`config.mk`:
```
export PLATFORM = sky130hd
export DESIGN_NAME = fetch_pc
export DESIGN_NICKNAME = d
export VERILOG_FILES = /design/src/rtl/fetch_pc_pkg.sv /design/src/rtl/fetch_pc_next_pc_calc.sv /design/src/rtl/fetch_pc.sv
export SDC_FILE = /design/constraint.sdc
export NUM_CORES = 1
export LEC_CHECK = 0
export CORE_MARGIN = 2
export CORE_UTILIZATION = 54
export DETAILED_ROUTE_END_ITERATION = 8
export GPL_ROUTABILITY_DRIVEN = 1
export PLACE_DENSITY = 0.83
export SLEW_MARGIN = 20
export SYNTH_ARGS = -nofsm -noshare
export SYNTH_HDL_FRONTEND = slang
export SYNTH_SLANG_ARGS = --single-unit
```
`constraint.sdc`:
```
create_clock -name clk -period 6.1 [get_ports clk]
set_input_delay 0.915 -clock clk [delete_from_list [all_inputs] [get_ports clk]]
set_output_delay 0.915 -clock clk [all_outputs]
set_load 0.01 [all_outputs]
```
`src/rtl/fetch_pc_pkg.sv`:
```
// Shared types and constants for the instruction-fetch PC block.
package fetch_pc_pkg;

   localparam int XLEN        = 32;
   localparam int INSTR_BYTES = 4;

   localparam logic [XLEN-1:0] RESET_PC_DEFAULT = 32'h0000_0000;

   typedef enum logic [1:0] {
      ST_BOOT  = 2'd0,
      ST_FETCH = 2'd1,
      ST_TRAP  = 2'd2
   } state_t;

endpackage

```
`src/rtl/fetch_pc_next_pc_calc.sv`:
```
// Control-transfer target and alignment check for the EX-stage instruction.
module next_pc_calc
   import fetch_pc_pkg::*;
(
   input  logic            is_jalr,
   input  logic [XLEN-1:0] ex_pc,
   input  logic [XLEN-1:0] imm,
   input  logic [XLEN-1:0] rs1,
   output logic [XLEN-1:0] target,
   output logic            misaligned
);

   logic [XLEN-1:0] jalr_sum;

   always_comb begin
      jalr_sum = rs1 + imm;
      if (is_jalr) target = {jalr_sum[XLEN-1:1], 1'b0};
      else         target = ex_pc + imm;
      misaligned = (target[1:0] != 2'b00);
   end

endmodule

```
`src/rtl/fetch_pc.sv`:
```
// Fetch-stage PC sequencer: boot, sequential fetch, redirects and misalignment trap.
//
// state    | meaning
// ST_BOOT  | single idle cycle after reset release, no requests
// ST_FETCH | issuing fetches, accepting redirects from EX
// ST_TRAP  | misaligned target seen; frozen until reset
module fetch_pc
   import fetch_pc_pkg::*;
#(
   parameter logic [XLEN-1:0] RESET_PC = RESET_PC_DEFAULT
) (
   input  logic            clk,
   input  logic            rst,
   input  logic            stall,
   input  logic            is_branch,
   input  logic            is_jal,
   input  logic            is_jalr,
   input  logic            br_taken,
   input  logic [XLEN-1:0] ex_pc,
   input  logic [XLEN-1:0] imm,
   input  logic [XLEN-1:0] rs1,
   output logic            imem_req,
   output logic [XLEN-1:0] imem_addr,
   input  logic            imem_ready,
   output logic            if_valid,
   output logic [XLEN-1:0] if_pc,
   output logic            flush,
   output logic            misalign_exc,
   output logic [15:0]     redirect_cnt
);

   state_t          state, next_state;
   logic [XLEN-1:0] pc;
   logic [XLEN-1:0] target;
   logic            misaligned;
   logic            redirect;
   logic            good_redirect;
   logic            accept;

   next_pc_calc u_next_pc_calc (
      .is_jalr    (is_jalr),
      .ex_pc      (ex_pc),
      .imm        (imm),
      .rs1        (rs1),
      .target     (target),
      .misaligned (misaligned)
   );

   always_comb begin
      next_state    = state;
      imem_req      = 1'b0;
      flush         = 1'b0;
      misalign_exc  = 1'b0;
      redirect      = 1'b0;
      good_redirect = 1'b0;
      case (state)
         ST_BOOT: next_state = ST_FETCH;
         ST_FETCH: begin
            redirect = (is_branch & br_taken) | is_jal | is_jalr;
            if (redirect) begin
               flush = 1'b1;
               if (misaligned) begin
                  misalign_exc = 1'b1;
                  next_state   = ST_TRAP;
               end else begin
                  good_redirect = 1'b1;
               end
            end else begin
               imem_req = ~stall;
            end
         end
         ST_TRAP: next_state = ST_TRAP;
         default: next_state = ST_BOOT;
      endcase
   end

   assign accept    = imem_req & imem_ready;
   assign imem_addr = pc;

   always_ff @(posedge clk or posedge rst) begin
      if (rst) begin
         state        <= ST_BOOT;
         pc           <= RESET_PC;
         if_valid     <= 1'b0;
         if_pc        <= '0;
         redirect_cnt <= '0;
      end else begin
         state <= next_state;

         if (good_redirect)  pc <= target;
         else if (accept)    pc <= pc + XLEN'(INSTR_BYTES);

         // Stall only freezes the IF register while actually fetching.
         if (state != ST_FETCH || redirect) begin
            if_valid <= 1'b0;
         end else if (accept) begin
            if_valid <= 1'b1;
            if_pc    <= pc;
         end else if (!stall) begin
            if_valid <= 1'b0;
         end

         if (good_redirect && redirect_cnt != 16'hFFFF)
            redirect_cnt <= redirect_cnt + 16'd1;
      end
   end

endmodule

```
# Word level (Yosys, flattened, before mapping)
# Index checks and enable logic that the tools add are counted.
op_classes:
  n_addsub: 4
  eq_ne: 7
  n_mux: 20
  n_bitwise: 6
  n_reduce_logical: 7
op_table:
  columns: ["cell", "n"]
  rows:
  - ["$mux 32", 3]
  - ["$add 32x32->32", 2]
  - ["$add 32x3->32 const B", 1]
  - ["$add 16x1->16 const B", 1]
  - ["$ne 16x16->1 const B", 1]
  - ["$mux 1", 14]
  - ["$pmux 2 s3", 1]
  - ["$mux 2", 2]
  - ["$ne 2x2->1 const B", 2]
  - ["$reduce_and 2->1", 2]
  - ["$reduce_bool 2->1", 2]
  - ["$ne 3x1->1 const B", 1]
  - ["$and 1x1->1", 2]
  - ["$eq 2x1->1 const B", 1]
  - ["$eq 2x2->1 const B", 1]
  - ["$logic_not 2->1", 1]
  - ["$ne 2x1->1 const B", 1]
  - ["$not 1->1", 2]
  - ["$or 1x1->1", 2]
  - ["$logic_and 1x1->1", 1]
  - ["$logic_or 1x1->1", 1]
totals:
  regBits: 83
  input_bits: 104

# Depth between registers and ports, before layout
# Gate-level depths: netlist (run 1).
depth:
  word_depth: 8
  depth_mapped: 12
  mapped_depth_nobuf: 11

# Cells and area by module
# Synthesis (run 1) repeated with hierarchy kept, for this count alone.
unflattened:
  cells_unflattened: 883
  hier_area_um2: 7220.7
by_module_without_submodules:
  columns: ["mod", "n_inst", "cells_per_inst", "area_each_um2", "seq_area_each_um2"]
  rows:
  - ["fetch_pc", 1, 429, 3956.3, 2077.0]
  - ["next_pc_calc", 1, 454, 3264.4, 0.0]

# Least setup slack after synthesis (run 1)
# Ideal clock, no wire load.
synth_path:
  path_kind: "input to register"
  startpoint: "input port imm[0]"
  endpoint: "register pc[30], in the netlist imem_addr[30]"
  setup_ns: 0.067
  t_arrival_ns: 3.372
  required_time_ns: 6.033
  path_slack_ns: 2.661
  stages: 11
  n_path_buf: 0
  path_cell_list: "and2_1 fa_1 a21oi_1 o211ai_1 a21oi_1 a2111oi_1 or3b_4 a311o_1 a21oi_2 mux2i_1 o311a_1"
synth_via:
  elab_chain_cells: 7
synth_lines:
  columns: ["element", "line", "rtl"]
  rows:
  - ["from (decl)", "fetch_pc.sv:20", "input logic [XLEN-1:0] imm,"]
  - ["$add 32x32->32 (on tied branches)", "fetch_pc_next_pc_calc.sv:18, fetch_pc_next_pc_calc.sv:16", null]
  - ["$mux 32 (*)", "fetch_pc_next_pc_calc.sv:17", "if (is_jalr) target = {jalr_sum[XLEN-1:1], 1'b0};"]
  - ["$reduce_bool 2->1", "fetch_pc_next_pc_calc.sv:19", "misaligned = (target[1:0] != 2'b00);"]
  - ["$mux 1", "fetch_pc.sv:62", "if (misaligned) begin"]
  - ["$mux 1", "fetch_pc.sv:60", "if (redirect) begin"]
  - ["$mux 1", "fetch_pc.sv:56", "case (state)"]
  - ["$mux 32 or $reduce_bool 2->1 (tied branches)", null, null]
  - ["to (signal assigned)", "fetch_pc.sv:90", "if (good_redirect) pc <= target;"]
  - ["to (signal assigned)", "fetch_pc.sv:91", "else if (accept) pc <= pc + XLEN'(INSTR_BYTES);"]
  - ["to (decl)", "fetch_pc.sv:33", "logic [XLEN-1:0] pc;"]
# Mark *: on every way between the ends. The rest lies on a longest branch, timed or not.
# A chain may end at the register's enable or synchronous reset.

# Final worst setup path (run 1)
# Same ends and word-level chain as after synthesis.

==> flow_metrics.env, run 1 <==
export IMPL_placement_cell_area_um2=9230
export IMPL_drc=0
export IMPL_antenna_violating_nets_post_route=0
export IMPL_maxcap_violations=0
export IMPL_worst_path_buf_inv=1
export IMPL_clk_path_buf_depth=2
export IMPL_root_buffer="clkbuf_16"
export IMPL_synthSimpleGateAreaFrac_pct=21.4
export IMPL_clock_skew_ps=7.34
export IMPL_routed_wirelength_um=19700
export IMPL_critical_path_cell_chain="clkdlybuf4s50_1 -> and2_1 -> fa_1 -> a21oi_1 -> o211ai_1 -> a21oi_1 -> a2111oi_1 -> or3b_4 -> a311o_1 -> a21oi_2 -> mux2i_1 -> o311a_1"
export IMPL_min_period_over_period_pct=66.3
export IMPL_critical_path_top_delay_family="compound AO/OA/AOI/OAI gates"
export IMPL_antenna_diode_count=0
export IMPL_cts_resized=0
export IMPL_synth_top_cell_area_share_pct=28.8
export IMPL_drv_slew=0
export IMPL_cp_max_fo=3
export IMPL_tns_ps=0
export IMPL_report_final_setup_viol=0
export IMPL_slew_headroom_pct=50.2
export IMPL_run_status="completed"
export IMPL_cp_end_kind="register"
export IMPL_post_route_cells_drive_above_1_share_pct=3.45
export IMPL_die_h_um=120
export IMPL_startpoint_type="input port"
export IMPL_synth_ff_latch_count=83
export IMPL_areal_power_density_over_the_cells_nw_per_um2=304
export IMPL_floorplan_rows=42
export IMPL_synth_sequential_area_ratio_pct=28.8
export IMPL_r2r_setup_slack_ps=3000
export IMPL_timing_worst_setup_path_type="in2reg"
export IMPL_grt_max_degree=84
export IMPL_synthDistinctLibCells=63
export IMPL_fp_coreArea_um2=13100
export IMPL_most_frequent_cell_after_synthesis="nand2_1"
export IMPL_die_width_um=120
export IMPL_detail_route_first_pass_iterations=5
export IMPL_path_depth=12
export IMPL_vias_in_the_first_global_route=6606
export IMPL_syn_nets=1069
export IMPL_area_growth_syn_to_layout_pct=32.4
export IMPL_ios=188
export IMPL_track_usage_pct=27.7
export IMPL_tritoncts_sinks=83
export IMPL_postSynth_asyncResetShare_pct=100
export IMPL_worst_r2r_cell_count=10
export IMPL_clock_tree_from_tritoncts="built"
export IMPL_synthMuxAreaShare_pct=0.971
export IMPL_synth_common_cells="nand2_1, dfrtp_1, a21oi_1"
export IMPL_synth_adder_area_share_pct=11.8
export IMPL_synth_top_family_by_area="compound AO/OA/AOI/OAI gates"
export IMPL_grt_overflow_total=0
export IMPL_ctsHtreeMaxLevel=3
export IMPL_startpoint_of_the_lowest_slack_register_to_register_path="state[1]"
export IMPL_synth_edf_count=0
export IMPL_die_area_um2=14300
export IMPL_period_minus_slack_ps=4040
export IMPL_crit_arrival_ps=4320
export IMPL_timing_critical_path_slowest_cell_delay_ps=450
export IMPL_rsz0062_at_grt="no"
export IMPL_final_hold_violation_count=0
export IMPL_reg2reg_to="imem_addr[26]"
export IMPL_dpl_hpwl_um=15600
export IMPL_synthesis_yosys_warnings=0
export IMPL_io_buffer_count=187
export IMPL_slowest_stage_cell_crit_path="clkdlybuf4s50_1"
export IMPL_ir_drop_v=0.000150
export IMPL_cpMostUsedCell="a21oi_1"
export IMPL_avgRoutedWirePerCell_um=15.8
export IMPL_max_clock_freq_mhz=247
export IMPL_fin_area_um2=9560
export IMPL_core_occupancy_in_the_finished_layout_pct=72.8
export IMPL_finalWorstSetupSlack_ps=2060
export IMPL_placement_setup_worst_slack_ps=1760
export IMPL_setup_worst_path_end="imem_addr[30]"
export IMPL_clock_insertion_delay_worst_skew_ps=340
export IMPL_post_synth_cell_area_avg_um2=8.04
export IMPL_synth_area_leaders="dfrtp_1, ha_1, nand2_1"
export IMPL_cts_clk_slew_worst_paths_ps=60
export IMPL_post_cts_hold_buffer_count=0
export IMPL_synth_compound_gate_area_share_pct=23.3
export IMPL_hold_path_class="reg2reg"
export IMPL_numCtsBuffers=9
export IMPL_cp_required_ps=6380
export IMPL_floorplan_initialDensity_pct=55.0
export IMPL_design_final_nets=1241
export IMPL_via_count=7252
export IMPL_number_of_antenna_violations_at_the_first_check_in_global_routing=0
export IMPL_worst_slew_pin_slew_ps=745
export IMPL_p_leak_nw=4.25
export IMPL_gp_congestion=0.897
export IMPL_synthXorXnorAreaFrac_pct=11.2
export IMPL_post_synthesis_instance_total=898
export IMPL_syn_cell_area_um2=7220
export IMPL_postCtsSetupRepairBufs=0
export IMPL_critical_path_startpoint="imm[0]"
export IMPL_detail_route_vias_per_cell=5.80
export IMPL_grt_pass1_wl_um=32300
export IMPL_postSynth_topFlopCell="dfrtp_1"
export IMPL_dr_first_iter_drc_count=538
export IMPL_n_fill_cell=1025
export IMPL_synth_largest_area_cell="dfrtp_1"
-- layer usage --
layer / global-route usage, % / wire length [um] / up-vias
met4: 7.28 / 286 / 0
met1: 41.0 / 9520 / 3386
met5: 0 / 0 / -
li1: - / - / 3579
met3: 2.00 / 1120 / 20
met2: 43.8 / 8780 / 267
-- worst min path at each step --
stage,start,endpoint,depth (start not counted)
after floorplan,if_pc[0],if_pc[0],2
after global placement,if_pc[1],if_pc[1],2
after detailed placement,if_pc[0],if_pc[0],2
after CTS,if_pc[10],if_pc[10],2
after global routing,if_pc[24],if_pc[24],2
final,if_pc[0],if_pc[0],2
-- stage by stage --
step                      power (mW)  hold WS [ps]  std cells
after floorplan                 1.63           513        898
after global placement          2.27           457       1235
after detailed placement        2.30           464       1235
after CTS                       2.90           478       1250
after global routing            3.09           494       1250
final                           2.90           473       1250
-- flip-flops by register name, indices dropped and copies added, names as in the netlist --
register      flops
if_pc            32
state             2
if_valid          1
redirect_cnt     16
imem_addr        32
-- worst register-to-register path, cell delays in order (launching register included) --
cell and delay (ps):
dfrtp_1 360, inv_1 90, ha_1 240, and4b_1 630, buf_4 370, and3_1 330
nand3_1 160, nor2_2 250, nand3_1 150, xor2_1 180, a221oi_1 230
-- cells by family after synthesis --
| logic type | Yosys count |
|---|---|
| AO/OA/AOI/OAI | 257 |
| XOR/XNOR | 92 |
| adder cells (fa/ha/maj) | 67 |
| buffers and inverters | 49 |
| flip-flops | 83 |
| multiplexers | 7 |
| AND/OR/NAND/NOR | 343 |
-- placed cells by master, fill, tap and decap left out, drive strengths merged, types with 4 or more instances in the layout --
cell type,instances
a211oi,22
a21o,24
a21oi,77
a221oi,9
a31oi,7
and2,7
and3,19
buf,7
clkbuf,11
clkdlybuf4s50,186
dfrtp,83
ha,65
inv,16
mux2i,7
nand2,171
nand2b,4
nand3,28
nand4,15
nor2,64
nor2b,4
nor3,14
o211ai,5
o21a,13
o21ai,57
o21bai,8
o31ai,5
xnor2,47
xor2,45
-- area by class of cell --
class,count,area (um2),share of cell area (%)
well taps,176,220,2.30
repair buffers,193,1920,20.0
multi-input cells,766,4950,51.8
clock buffers,11,253,2.64
clock inverters,4,73.8,0.772
inverters,17,65.1,0.681
flip-flops and latches,83,2080,21.7
-- report_power, final --
group          switching (mW)  leakage, nW  total, mW  internal [mW]
logic                   0.638         3.03       1.34          0.704
registers               0.224         1.05      0.971          0.746
clock network           0.212        0.162      0.590          0.378
(Power assumes the default switching activity.)
==> run 2: changes to the inputs <==
- CORE_UTILIZATION: 54 -> 46
- PLACE_DENSITY: 0.83 -> 0.75
- clock period: 6.1 -> 3.5 ns (I/O delays scaled with it)
==> run 2 against run 1 <==
Compared with the run above: clock power up 65%; largest cell class unchanged; highest routed layer unchanged; worst hold slack lost 4.4 ps; clock skew decreased by 0.92 ps; register-to-register slack worse by 1800 ps; count of clock-buffer cells in the layout rose by 2; die area increased by 17%.
==> flow_metrics.env, run 2 (same netlist as run 1, synthesis figures left out) <==
export IMPL_reg2reg_to="imem_addr[26]"
export IMPL_via_count=7357
export IMPL_avgRoutedWirePerCell_um=15.2
export IMPL_antenna_violating_nets_post_route=0
export IMPL_fp_coreArea_um2=15300
export IMPL_max_clock_freq_mhz=295
export IMPL_clock_tree_from_tritoncts="built"
export IMPL_clock_skew_ps=6.41
export IMPL_die_area_um2=16700
export IMPL_clock_insertion_delay_worst_skew_ps=330
export IMPL_finalPower_mw=5.09
export IMPL_startpoint_type="input port"
export IMPL_ir_drop_v=0.000255
export IMPL_ctsHtreeMaxLevel=3
export IMPL_die_h_um=129
export IMPL_maxcap_violations=0
export IMPL_switch_share_pct=37.1
export IMPL_timing_worst_setup_path_type="in2reg"
export IMPL_min_to="if_pc[1]"
export IMPL_dr_first_iter_drc_count=566
export IMPL_worst_slew_pin_slew_ps=774
export IMPL_min_period_over_period_pct=96.7
export IMPL_cp_required_ps=3770
export IMPL_design_final_nets=1291
export IMPL_clock_power_share_pct=19.1
export IMPL_numCtsBuffers=9
export IMPL_grt_max_degree=57
export IMPL_grt_overflow_total=0
export IMPL_cpMostUsedCell="a21oi_2"
export IMPL_antenna_diode_count=0
export IMPL_tritoncts_sinks=83
export IMPL_ios=188
export IMPL_r2r_setup_slack_ps=1170
export IMPL_p_leak_nw=4.48
export IMPL_hold_path_depth=2
export IMPL_floorplan_rows=45
export IMPL_seq_area_um2=2080
export IMPL_cp_max_fo=3
export IMPL_clk_path_buf_depth=2
export IMPL_fin_hold_ws_ps=469
export IMPL_track_usage_pct=24.2
export IMPL_period_minus_slack_ps=3390
export IMPL_run_status="completed"
export IMPL_critical_path_top_delay_family="compound AO/OA/AOI/OAI gates"
export IMPL_detail_route_first_pass_iterations=5
export IMPL_switching_power_mw=1.89
export IMPL_routed_wirelength_um=20400
export IMPL_p_comb_share_pct=47.5
export IMPL_gp_congestion=0.901
export IMPL_rsz0062_at_grt="no"
export IMPL_vias_in_the_first_global_route=6772
export IMPL_number_of_antenna_violations_at_the_first_check_in_global_routing=0
export IMPL_n_fill_cell=1315
export IMPL_hold_path_class="reg2reg"
export IMPL_startpoint_of_the_lowest_slack_register_to_register_path="state[1]"
export IMPL_timing_critical_path_slowest_cell_delay_ps=430
export IMPL_detail_route_vias_per_cell=5.51
export IMPL_grt_pass1_wl_um=32800
export IMPL_final_hold_violation_count=0
export IMPL_critical_path_cell_chain="clkdlybuf4s50_1 -> and2_1 -> fa_1 -> a21oi_2 -> o211ai_1 -> a21oi_2 -> a2111oi_1 -> or3b_4 -> a311o_1 -> a21oi_2 -> mux2i_1 -> o311a_1"
export IMPL_area_growth_syn_to_layout_pct=38.1
export IMPL_worst_path_buf_inv=1
export IMPL_layout_cells_most_common_list="clkdlybuf4s50_1, nand2_1, dfrtp_1, a21oi_1, ha_1"
export IMPL_cts_clk_slew_worst_paths_ps=60
export IMPL_crit_arrival_ps=3660
export IMPL_worst_r2r_cell_count=9
export IMPL_report_final_setup_viol=0
export IMPL_power_share_sequential_pct=33.4
export IMPL_mostFrequentLayoutCell="clkdlybuf4s50_1"
export IMPL_die_width_um=129
export IMPL_areal_power_density_over_the_cells_nw_per_um2=511
export IMPL_dpl_hpwl_um=16600
export IMPL_design_internal_power_mw=3.21
export IMPL_io_buffer_count=187
export IMPL_worstHoldStart="if_pc[1]"
export IMPL_slowest_stage_cell_crit_path="or3b_4"
export IMPL_floorplan_initialDensity_pct=47.3
export IMPL_post_route_cells_drive_above_1_share_pct=7.91
export IMPL_drv_slew=0
export IMPL_cp_end_kind="register"
export IMPL_drc=0
export IMPL_root_buffer="clkbuf_16"
export IMPL_multi_input_area_um2=4960
export IMPL_slew_headroom_pct=48.3
-- run 2: cell count changes in the layout (fill, tap and decap cells not counted), sizes merged --
cell	before	now
clkbuf	11	13
clkinv	3	2
inv	16	17
bufinv	2	1
buf	7	57
-- run 2: power by group through the flow --
stage               combinational [mW]  sequential (mW)  clock (mW)
floorplan                         1.08             1.76           0
CTS                               2.41             1.70       0.993
global route                      2.66             1.75        1.03
detailed placement                2.40             1.71           0
finish                            2.42             1.70       0.972
global placement                  2.36             1.70           0
-- run 2: final cells by class --
cell class	instances	share of cell area [%]
Tap cell	211	2.65
Timing Repair Buffer	243	22.9
Clock buffer	13	2.71
Sequential cell	83	20.8
Multi-Input combinational cell	766	49.8
Clock inverter	3	0.439
Inverter	17	0.653
-- run 2: worst max-delay path by stage --
stage / startpoint / endpoint / slack, ps / depth (start not counted)
after floorplan: imm[0] / imem_addr[30] / 450 / 11
after global placement: imm[0] / imem_addr[30] / -250 / 12
after detailed placement: imm[0] / imem_addr[30] / -350 / 12
after CTS: imm[0] / imem_addr[30] / 60 / 12
after global routing: imm[0] / imem_addr[30] / 20 / 12
final: imm[0] / imem_addr[30] / 110 / 12
-- run 2: worst reg2reg max path, cell delays in order (launching register included) --
cell and delay [ps]:
dfrtp_1 360, inv_1 90, ha_1 240, and4b_1 280, and3_1 320, nand3_1 150
nor2_2 260, nand3_1 140, xor2_1 170, a221oi_1 230
-- run 2: stage by stage --
step	instance area [um2]	util, %	worst slack, ps	std cells	setup TNS [ps]
floorplan	7220	-	451	898	0
global placement	9640	63.2	-252	1319	-395
detailed placement	9640	63.2	-353	1319	-791
CTS	9960	65.3	61.2	1335	0
global route	9970	65.3	15.7	1336	0
finish	9970	65.3	115	1336	0
-- run 2: per-layer routing --
metal | routed length [um] | part of all wire, % | vias to the layer above | track usage [%]
li1 | - | - | 3681 | -
met2 | 9080 | 45 | 227 | 38.9
met3 | 941 | 4.6 | 26 | 1.82
met1 | 9960 | 49 | 3423 | 35.2
met5 | 0 | 0 | - | 0
met4 | 374 | 1.8 | 0 | 7.10
-- run 2: what timing repair did --
action                                  4_1_cts  5_1_grt
endpoints found under the setup margin        1        2
hold buffers                                  0        0
pin swaps                                     0        2
gates resized for setup                       1        1
hold endpoints to repair                      0        0
setup buffers                                 0        1
==> run 3: changes to the inputs <==
- SKIP_LAST_GASP: default -> 1
==> results of run 3 <==
No change in the layout: final DEF, timing and power equal those of run 2.
